<file path="src/rtl/mem_port_arbiter.sv">
// mem_port_arbiter: shares one memory port between IFU (read-only) and LSU, one transaction at a time, with a response watchdog.
// Optional macro MEM_ARB_ROUND_ROBIN_EN: alternate grants under contention instead of fixed LSU priority.
`default_nettype none

module mem_port_arbiter #(
  parameter int ADDR_W  = 32,
  parameter int DATA_W  = 32,
  parameter int TIMEOUT = 255
) (
  input  logic                  clk,
  input  logic                  reset,
  input  logic                  ifu_req_valid,
  output logic                  ifu_req_ready,
  input  logic [ADDR_W-1:0]     ifu_req_addr,
  output logic                  ifu_resp_valid,
  output logic [DATA_W-1:0]     ifu_resp_rdata,
  output logic                  ifu_resp_err,
  input  logic                  lsu_req_valid,
  output logic                  lsu_req_ready,
  input  logic [ADDR_W-1:0]     lsu_req_addr,
  input  logic                  lsu_req_wen,
  input  logic [DATA_W-1:0]     lsu_req_wdata,
  input  logic [DATA_W/8-1:0]   lsu_req_wmask,
  output logic                  lsu_resp_valid,
  output logic [DATA_W-1:0]     lsu_resp_rdata,
  output logic                  lsu_resp_err,
  output logic                  mem_req_valid,
  input  logic                  mem_req_ready,
  output logic [ADDR_W-1:0]     mem_req_addr,
  output logic                  mem_req_wen,
  output logic [DATA_W-1:0]     mem_req_wdata,
  output logic [DATA_W/8-1:0]   mem_req_wmask,
  input  logic                  mem_resp_valid,
  input  logic [DATA_W-1:0]     mem_resp_rdata,
  input  logic                  mem_resp_err,
  output logic                  busy
);

  localparam int               MASK_W   = DATA_W / 8;
  localparam int               CNT_W    = 16;
  localparam logic [CNT_W-1:0] CNT_LAST = CNT_W'(TIMEOUT - 1);
  localparam logic [CNT_W-1:0] CNT_MAX  = '1;

  localparam logic [1:0] S_IDLE = 2'd0;
  localparam logic [1:0] S_REQ  = 2'd1;
  localparam logic [1:0] S_WAIT = 2'd2;

  localparam logic OWN_IFU = 1'b0;
  localparam logic OWN_LSU = 1'b1;

  logic [1:0]        state_q, state_d;
  logic              owner_q, owner_d;
  logic [ADDR_W-1:0] addr_q, addr_d;
  logic              wen_q, wen_d;
  logic [DATA_W-1:0] wdata_q, wdata_d;
  logic [MASK_W-1:0] wmask_q, wmask_d;
  logic [CNT_W-1:0]  cnt_q, cnt_d;
  logic              ifu_rv_q, ifu_rv_d, ifu_err_q, ifu_err_d;
  logic              lsu_rv_q, lsu_rv_d, lsu_err_q, lsu_err_d;
  logic [DATA_W-1:0] ifu_rdata_q, ifu_rdata_d, lsu_rdata_q, lsu_rdata_d;
  logic              grant_lsu, grant_ifu;
  logic              resp_fire;
  logic [DATA_W-1:0] resp_rdata;
  logic              resp_err;

`ifdef MEM_ARB_ROUND_ROBIN_EN
  logic last_lsu_q, last_lsu_d;

  // Under contention the requester that did not win last time gets the port.
  assign grant_lsu  = lsu_req_valid & ~(ifu_req_valid & last_lsu_q);
  assign last_lsu_d = (state_q == S_IDLE && (grant_lsu || grant_ifu)) ? grant_lsu : last_lsu_q;

  always_ff @(posedge clk) begin
    if (reset) last_lsu_q <= OWN_IFU;
    else       last_lsu_q <= last_lsu_d;
  end
`else
  assign grant_lsu = lsu_req_valid;
`endif
  assign grant_ifu = ifu_req_valid & ~grant_lsu;

  always_ff @(posedge clk) begin
    if (reset) begin
      state_q     <= S_IDLE;
      owner_q     <= OWN_IFU;
      addr_q      <= '0;
      wen_q       <= 1'b0;
      wdata_q     <= '0;
      wmask_q     <= '0;
      cnt_q       <= '0;
      ifu_rv_q    <= 1'b0;
      ifu_rdata_q <= '0;
      ifu_err_q   <= 1'b0;
      lsu_rv_q    <= 1'b0;
      lsu_rdata_q <= '0;
      lsu_err_q   <= 1'b0;
    end else begin
      state_q     <= state_d;
      owner_q     <= owner_d;
      addr_q      <= addr_d;
      wen_q       <= wen_d;
      wdata_q     <= wdata_d;
      wmask_q     <= wmask_d;
      cnt_q       <= cnt_d;
      ifu_rv_q    <= ifu_rv_d;
      ifu_rdata_q <= ifu_rdata_d;
      ifu_err_q   <= ifu_err_d;
      lsu_rv_q    <= lsu_rv_d;
      lsu_rdata_q <= lsu_rdata_d;
      lsu_err_q   <= lsu_err_d;
    end
  end

  always_comb begin
    state_d     = state_q;
    owner_d     = owner_q;
    addr_d      = addr_q;
    wen_d       = wen_q;
    wdata_d     = wdata_q;
    wmask_d     = wmask_q;
    cnt_d       = cnt_q;
    resp_fire   = 1'b0;
    resp_rdata  = '0;
    resp_err    = 1'b0;
    case (state_q)
      S_IDLE: begin
        if (grant_lsu) begin
          owner_d = OWN_LSU;
          addr_d  = lsu_req_addr;
          wen_d   = lsu_req_wen;
          wdata_d = lsu_req_wdata;
          wmask_d = lsu_req_wen ? lsu_req_wmask : '0;
          state_d = S_REQ;
        end else if (grant_ifu) begin
          owner_d = OWN_IFU;
          addr_d  = ifu_req_addr;
          wen_d   = 1'b0;
          wdata_d = '0;
          wmask_d = '0;
          state_d = S_REQ;
        end
      end
      S_REQ: begin
        if (mem_req_ready) begin
          state_d = S_WAIT;
          cnt_d   = '0;
        end
      end
      S_WAIT: begin
        // A real response wins over the watchdog when both land on the last cycle.
        if (mem_resp_valid) begin
          resp_fire  = 1'b1;
          resp_rdata = wen_q ? '0 : mem_resp_rdata;
          resp_err   = mem_resp_err;
          state_d    = S_IDLE;
        end else if (cnt_q >= CNT_LAST) begin
          resp_fire  = 1'b1;
          resp_err   = 1'b1;
          state_d    = S_IDLE;
        end else if (cnt_q != CNT_MAX) begin
          cnt_d = cnt_q + 1'b1;
        end
      end
      default: state_d = S_IDLE;
    endcase
    ifu_rv_d    = resp_fire & (owner_q == OWN_IFU);
    lsu_rv_d    = resp_fire & (owner_q == OWN_LSU);
    ifu_rdata_d = ifu_rv_d ? resp_rdata : ifu_rdata_q;
    ifu_err_d   = ifu_rv_d ? resp_err : ifu_err_q;
    lsu_rdata_d = lsu_rv_d ? resp_rdata : lsu_rdata_q;
    lsu_err_d   = lsu_rv_d ? resp_err : lsu_err_q;
  end

  always_comb begin
    ifu_req_ready = 1'b0;
    lsu_req_ready = 1'b0;
    mem_req_valid = 1'b0;
    busy          = (state_q != S_IDLE);
    case (state_q)
      S_IDLE: begin
        ifu_req_ready = grant_ifu;
        lsu_req_ready = grant_lsu;
      end
      S_REQ:   mem_req_valid = 1'b1;
      default: ;
    endcase
  end

  assign mem_req_addr   = addr_q;
  assign mem_req_wen    = wen_q;
  assign mem_req_wdata  = wdata_q;
  assign mem_req_wmask  = wmask_q;
  assign ifu_resp_valid = ifu_rv_q;
  assign ifu_resp_rdata = ifu_rdata_q;
  assign ifu_resp_err   = ifu_err_q;
  assign lsu_resp_valid = lsu_rv_q;
  assign lsu_resp_rdata = lsu_rdata_q;
  assign lsu_resp_err   = lsu_err_q;

endmodule

`default_nettype wire

</file>
<file path="config.mk">
export PLATFORM = sky130hd
export DESIGN_NAME = mem_port_arbiter
export DESIGN_NICKNAME = d
export VERILOG_FILES = /design/src/rtl/mem_port_arbiter.sv
export SDC_FILE = /design/constraint.sdc
export NUM_CORES = 1
export LEC_CHECK = 0
export ABC_AREA = 1
export CAP_MARGIN = 20
export CORE_MARGIN = 3
export CORE_UTILIZATION = 35
export CTS_CLUSTER_DIAMETER = 30
export DETAILED_ROUTE_END_ITERATION = 8
export PLACE_DENSITY = 0.74
export SETUP_SLACK_MARGIN = 0.02
export SKIP_LAST_GASP = 1
export SLEW_MARGIN = 10
export SYNTH_ARGS = -nofsm -noshare
export SYNTH_HDL_FRONTEND = slang
export SYNTH_SLANG_ARGS = --single-unit
</file>
<file path="constraint.sdc">
create_clock -name clk -period 1.5 [get_ports clk]
set_clock_uncertainty 0.2 [all_clocks]
set_input_delay 0.225 -clock clk [delete_from_list [all_inputs] [get_ports clk]]
set_output_delay 0.225 -clock clk [all_outputs]
set_load 0.05 [all_outputs]
</file>
Word-level counts from Yosys, hierarchy flattened. Index checks and enable logic that the tools add are counted. Widths: inputs -> output; s select.

Logic and storage cells: 68. Output and inout port bits: 141. Bits in registers: 156.

Add/subtract/negate cells: 1. Reduce and logical (&&, ||, !) cells: 7. Bitwise gates (word level): 5. Mux-type cells: 32. Order comparisons: 1. Eq/ne operators: 9.

Operators with widths (number): $mux 32 (7); $mux 16 (4); $pmux 16 s2 (1); $add 16x1->16 const B (1); $ge 16x8->1 const B (1); $ne 16x16->1 const B (1); $mux 4 (3); $mux 1 (11); $mux 2 (5); $ne 2x2->1 const B (4); $ne 3x3->1 const B (2); $pmux 2 s3 (1); $reduce_bool 2->1 (3); $reduce_and 5->1 (1); $and 1x1->1 (3); $reduce_and 3->1 (1); $eq 2x1->1 const B (1); $eq 2x2->1 const B (1); $logic_not 2->1 (1); $not 1->1 (2); $reduce_and 2->1 (1).

Logic depth before layout (Yosys ltp). Gate-level depths: netlist of the first run.

Word-level depth: 5. Depth in mapped cells: 11. Gate-level depth less buffers: 10.

Least setup slack after synthesis of the first run. Ideal clock, no wire load.

Path kind: reg-to-reg. Start: register state_q[0]. End: register cnt_q[1]. Data arrival time: 1652 ps. Path slack: -484 ps. Required time: 1168 ps. Stages on the path, launching flop included: 7. Clock period less this slack: 1984 ps. Path through: dfxtp_1 -> inv_1 -> nor2_1 -> nand2_1 -> clkbuf_1 -> nand3_1 -> a21oi_1.

Word-level cells in the longest chain between the ends: 3. Elaborated cells on any way between the ends: 9.

Ends and longest elaborated chain: start, declared (RTL line 51) `logic [1:0] state_q, state_d;`; start signal, assigned (RTL line 98) `state_q <= state_d;`; $eq 2x2->1 / $eq 2x1->1 (equally long branches) (RTL line 125) `case (state_q)`; $ne 2x2->1 (no line) / $reduce_bool 2->1 (equally long branches); $reduce_and 5->1 (no line); end signal, assigned (RTL line 104) `cnt_q <= cnt_d;`; end, declared (RTL line 57) `logic [CNT_W-1:0] cnt_q, cnt_d;`.

Parallel ways exist; a longest one is shown, timed or not. A chain may end at the register's enable or synchronous reset.

Worst setup path in the final report of the first run.
Start: register cnt_q[0]. End: register cnt_q[15].

Word-level cells in the longest chain between the ends: 5. Elaborated cells on any way between the ends: 10.

Ends and longest elaborated chain: $add 16x1->16 (RTL line 161) `cnt_d = cnt_q + 1'b1;`; $mux 16 (RTL line 160) `end else if (cnt_q != CNT_MAX) begin`; $mux 16 (RTL line 156) `end else if (cnt_q >= CNT_LAST) begin`; $mux 16 (RTL line 151) `if (mem_resp_valid) begin`; $pmux 16 s2 (RTL line 125).

Parallel ways exist; a longest one is shown, timed or not. The select of a mux whose other input is x is not followed.

==> run_results.csv, run 1 <==
group,metric,value,unit
run_status,status,"finished, violations left",
run_status,violations,"setup timing",
finish,nets,1459,
finish,drive_gt1_share,36.1,%
logic_synthesis,synth-simple-area-share,28.3,%
logic_synthesis,syn_inst,966,
die,rows,50,
sta,final_hold_viol_count,0,
route,avgRoutedWirePerCell,17.6,µm
clocking,cts.sinks,156,
logic_synthesis,synth.area.top_cells,"dfxtp_1 (46%), nand2_1 (13%), inv_1 (7.2%)",
route,routed_via_density,4.95,
sta,fin_crit_sh,126,%
clocking,clk-insertion-delay-late,0.42,ns
critical_path,worstSetupPathType,"reg -> reg",
die,ios,281,
sta,drv_slew,0,
logic_synthesis,synth.distinct_cells,26,
clocking,tritoncts,"built",
global_route,gr-total-overflow,0,
die,start_util,36.1,%
logic_synthesis,synth-seq-area-share,45.7,%
logic_synthesis,synth_area,6840,µm²
clocking,cts_hold_buf,0,
placed_design,dp_hpwl,16700,µm
power,vdd_ir_drop_max,0.000877,V
placed_design,place.gp.congestion,0.825,
critical_path,startpoint,"cnt_q[0]",
global_route,antenna_found_initial,0,
sta,min_period,1.89,ns
die,die-area,21200,µm²
logic_synthesis,synth_top_area_share,45.7,%
run,max_cap_viol_count,0,
power,power_density,908,nW/µm²
placed_design,dp.cells,1507,
critical_path,start_kind,"register",
power,p_comb_share,29.2,%
critical_path,worstReg2RegEnd,"cnt_q[15]",
power,p_clk_share,35.0,%
clocking,cts_root_buf,"clkbuf_16",
logic_synthesis,synth-adder-area-share,0.366,%
critical_path,crit_path_max_fanout,7,
sta,setup_viol,159,
critical_path,critPathCaptureType,"register",
power,switching_power,4.06,mW
power,p_int,8.75,mW
critical_path,worstPathRequired,1.64,ns
logic_synthesis,synth_top_family_by_area,"simple AND/OR/NAND/NOR gates",
sta,worstMarginPinSlew,0.529,ns
clocking,clk_pin_slew_worst_paths,0.07,ns
route,antenna_left,0,
logic_synthesis,synthTopCellsByCount,"nand2_1 (239), dfxtp_1 (156), inv_1 (131), nor2_1 (116), a21oi_1 (83)",
placed_design,port_buffers,280,
logic_synthesis,yosysMostFrequentCell,"nand2_1",
logic_synthesis,synth-async-reset-ratio,0,%
power,swShare,31.7,%
logic_synthesis,synthXorXnorAreaFrac,0.384,%
global_route,grt_pass1_vias,8008,
die,core,19000,µm²
critical_path,r2r-start,"cnt_q[0]",
clocking,numCtsBuffers,17,
clocking,cts.path.max_buffers,2,
die,die_x,146,µm
critical_path,rrSetupSlack,-0.39,ns
logic_synthesis,synth.area.mux_share,4.69,%
critical_path,reg2reg_depth,11,
hold_path,holdPathStages,3,
route,drtIter0Drc,464,
route,routed_wl,28000,µm
logic_synthesis,syn_area_per_cell,7.08,µm²
clocking,cts_htree_levels,4,
logic_synthesis,synth_seq_cells,156,
sta,fmax,0.529,GHz
finish,synthToLayoutAreaGrowth,106,%
logic_synthesis,synth_compound_area_share,8.53,%
power,power.leakage,6.02,nW
logic_synthesis,ys_warn_count,0,
sta,hold_ws,0.0713,ns
global_route,grt_start_max_net_pins,73,
critical_path,critPathArrivalTime,2.03,ns
route,vias,7868,
logic_synthesis,yosys_most_used_dff,"dfxtp_1",
sta,relSlewSlack,64.7,%
hold_path,hold_path_class,"in -> reg",
logic_synthesis,synth_fp_nets,1108,
sta,rsz0062_at_grt,"true",
power,power_frac_seq,35.8,%
logic_synthesis,synth_edf_count,0,
die,die_h,146,µm
route,dr.pass1.iters,6,
finish,diodes,0,
logic_synthesis,yosys.area.top_type,"dfxtp_1",
hold_path,hold_path_end,"state_q[0]",
route,drc,0,
global_route,grt_pass1_wl,41500,µm
global_route,grt_util_all_layers,24.3,%
finish,stdcell_count,1590,
sta,worst_slack,-0.390,ns
hold_path,min_from,"reset",
## final cells by class
class,count,area [µm²]
Timing Repair Buffer,394,5840
Fill cell,1163,4850
Multi-Input combinational cell,607,3650
Sequential cell,156,3140
Inverter,141,544
Clock buffer,17,425
Tap cell,260,325
Clock inverter,15,179
## worst max-delay path: stages, from the launching register on
cell	delay, ns
dfxtp_2	0.33
inv_2	0.07
ha_4	0.14
nor2_4	0.04
nor2_2	0.08
nand2_2	0.08
buf_4	0.14
buf_6	0.11
nand3_4	0.18
nand2_8	0.11
buf_6	0.15
nor3b_2	0.19
## stage by stage
step                      setup TNS (ns)  power, mW  instance area, µm²  setup WS, ns  util, %
after floorplan                    -3.48       5.96                7000       -0.0594        -
after global placement            -38.71       7.60               11900        -0.413     62.6
after detailed placement          -41.32       7.64               11900        -0.417     62.6
after CTS                         -29.31       12.6               13600        -0.305     71.6
after global routing              -45.47       13.2               14100        -0.452     74.4
final                             -33.77       12.8               14100        -0.390     74.4
## how the worst max path moves through the flow
| stage | slack [ns] | end |
|---|---|---|
| after CTS | -0.30 | lsu_req_ready |
| final | -0.39 | cnt_q[15] |
| after detailed placement | -0.42 | ifu_resp_rdata[23] |
| after global routing | -0.45 | lsu_resp_rdata[30] |
| after global placement | -0.41 | ifu_resp_rdata[8] |
| after floorplan | -0.06 | cnt_q[0] |
## kinds of logic (layout without fill, tap and decap cells)
family,after synthesis,after routing
buffers and inverters,204,567
adders and majority gates,2,2
and+or+nand+nor,453,454
muxes,32,32
xor gates and xnor gates,3,3
AOI/OAI and AO/OA,116,116
DFF,156,156
## per-layer routing
metal / global-route usage (%) / wire length, µm / share of wire (%)
met5: 0 / 0 / 0
met4: 9.73 / 1100 / 3.9
met3: 8.28 / 2520 / 9.0
met2: 44.2 / 14300 / 51
met1: 25.7 / 10100 / 36
## layout by cell type (no fill, tap or decap), types with 18 or more instances in the layout
| cell type | synthesis | final |
|---|---|---|
| nand2_2 | 2 | 40 |
| nand2_4 | 1 | 31 |
| buf_12 | 0 | 165 |
| a21oi_2 | 0 | 24 |
| inv_1 | 131 | 112 |
| nand3_1 | 36 | 27 |
| nor2_2 | 1 | 18 |
| a21oi_1 | 83 | 59 |
| nand4_1 | 47 | 47 |
| clkbuf_16 | 0 | 21 |
| nor2_1 | 116 | 89 |
| mux2i_1 | 32 | 32 |
| clkdlybuf4s50_1 | 0 | 137 |
| inv_2 | 8 | 25 |
| dfxtp_1 | 156 | 151 |
| buf_4 | 0 | 47 |
| buf_6 | 4 | 21 |
| nand2_1 | 239 | 169 |
## power by group through the flow
stage | logic (mW) | clock network [mW] | registers [mW]
after CTS | 3.55 | 4.51 | 4.56
after floorplan | 0.740 | 0 | 5.22
after detailed placement | 2.99 | 0 | 4.66
after global placement | 2.96 | 0 | 4.64
final | 3.74 | 4.49 | 4.58
after global routing | 3.89 | 4.70 | 4.61
## timing repair
item                       4_1_cts  5_1_grt
pin swaps                       46       48
resized for setup              106      169
cloned                          20        5
hold endpoints to repair         0        0
buffers inserted                19       17
setup endpoints to repair      159      159
## flip-flops by register name, indices dropped and copies added, names as in the netlist
| register | cells |
|---|---|
| mem_req_addr | 32 |
| owner_q | 1 |
| state_q | 2 |
| lsu_resp_valid | 1 |
| ifu_resp_rdata | 32 |
| mem_req_wdata | 32 |
| ifu_resp_valid | 1 |
| mem_req_wen | 1 |
| lsu_resp_rdata | 32 |
| ifu_resp_err | 1 |
| mem_req_wmask | 4 |
| cnt_q | 16 |
| lsu_resp_err | 1 |
(Power assumes the default switching activity.)
==> inputs of run 2 (changes only) <==
--- a/config.mk
+++ b/config.mk
@@ -6,6 +6,7 @@
 export NUM_CORES = 1
 export LEC_CHECK = 0
 export ABC_AREA = 1
+export ABC_CLOCK_PERIOD_IN_PS = 1500
 export CAP_MARGIN = 20
 export CORE_MARGIN = 3
 export CORE_UTILIZATION = 35
==> results of run 2 <==
Final layout, timing and power as in run 1 (identical DEF).
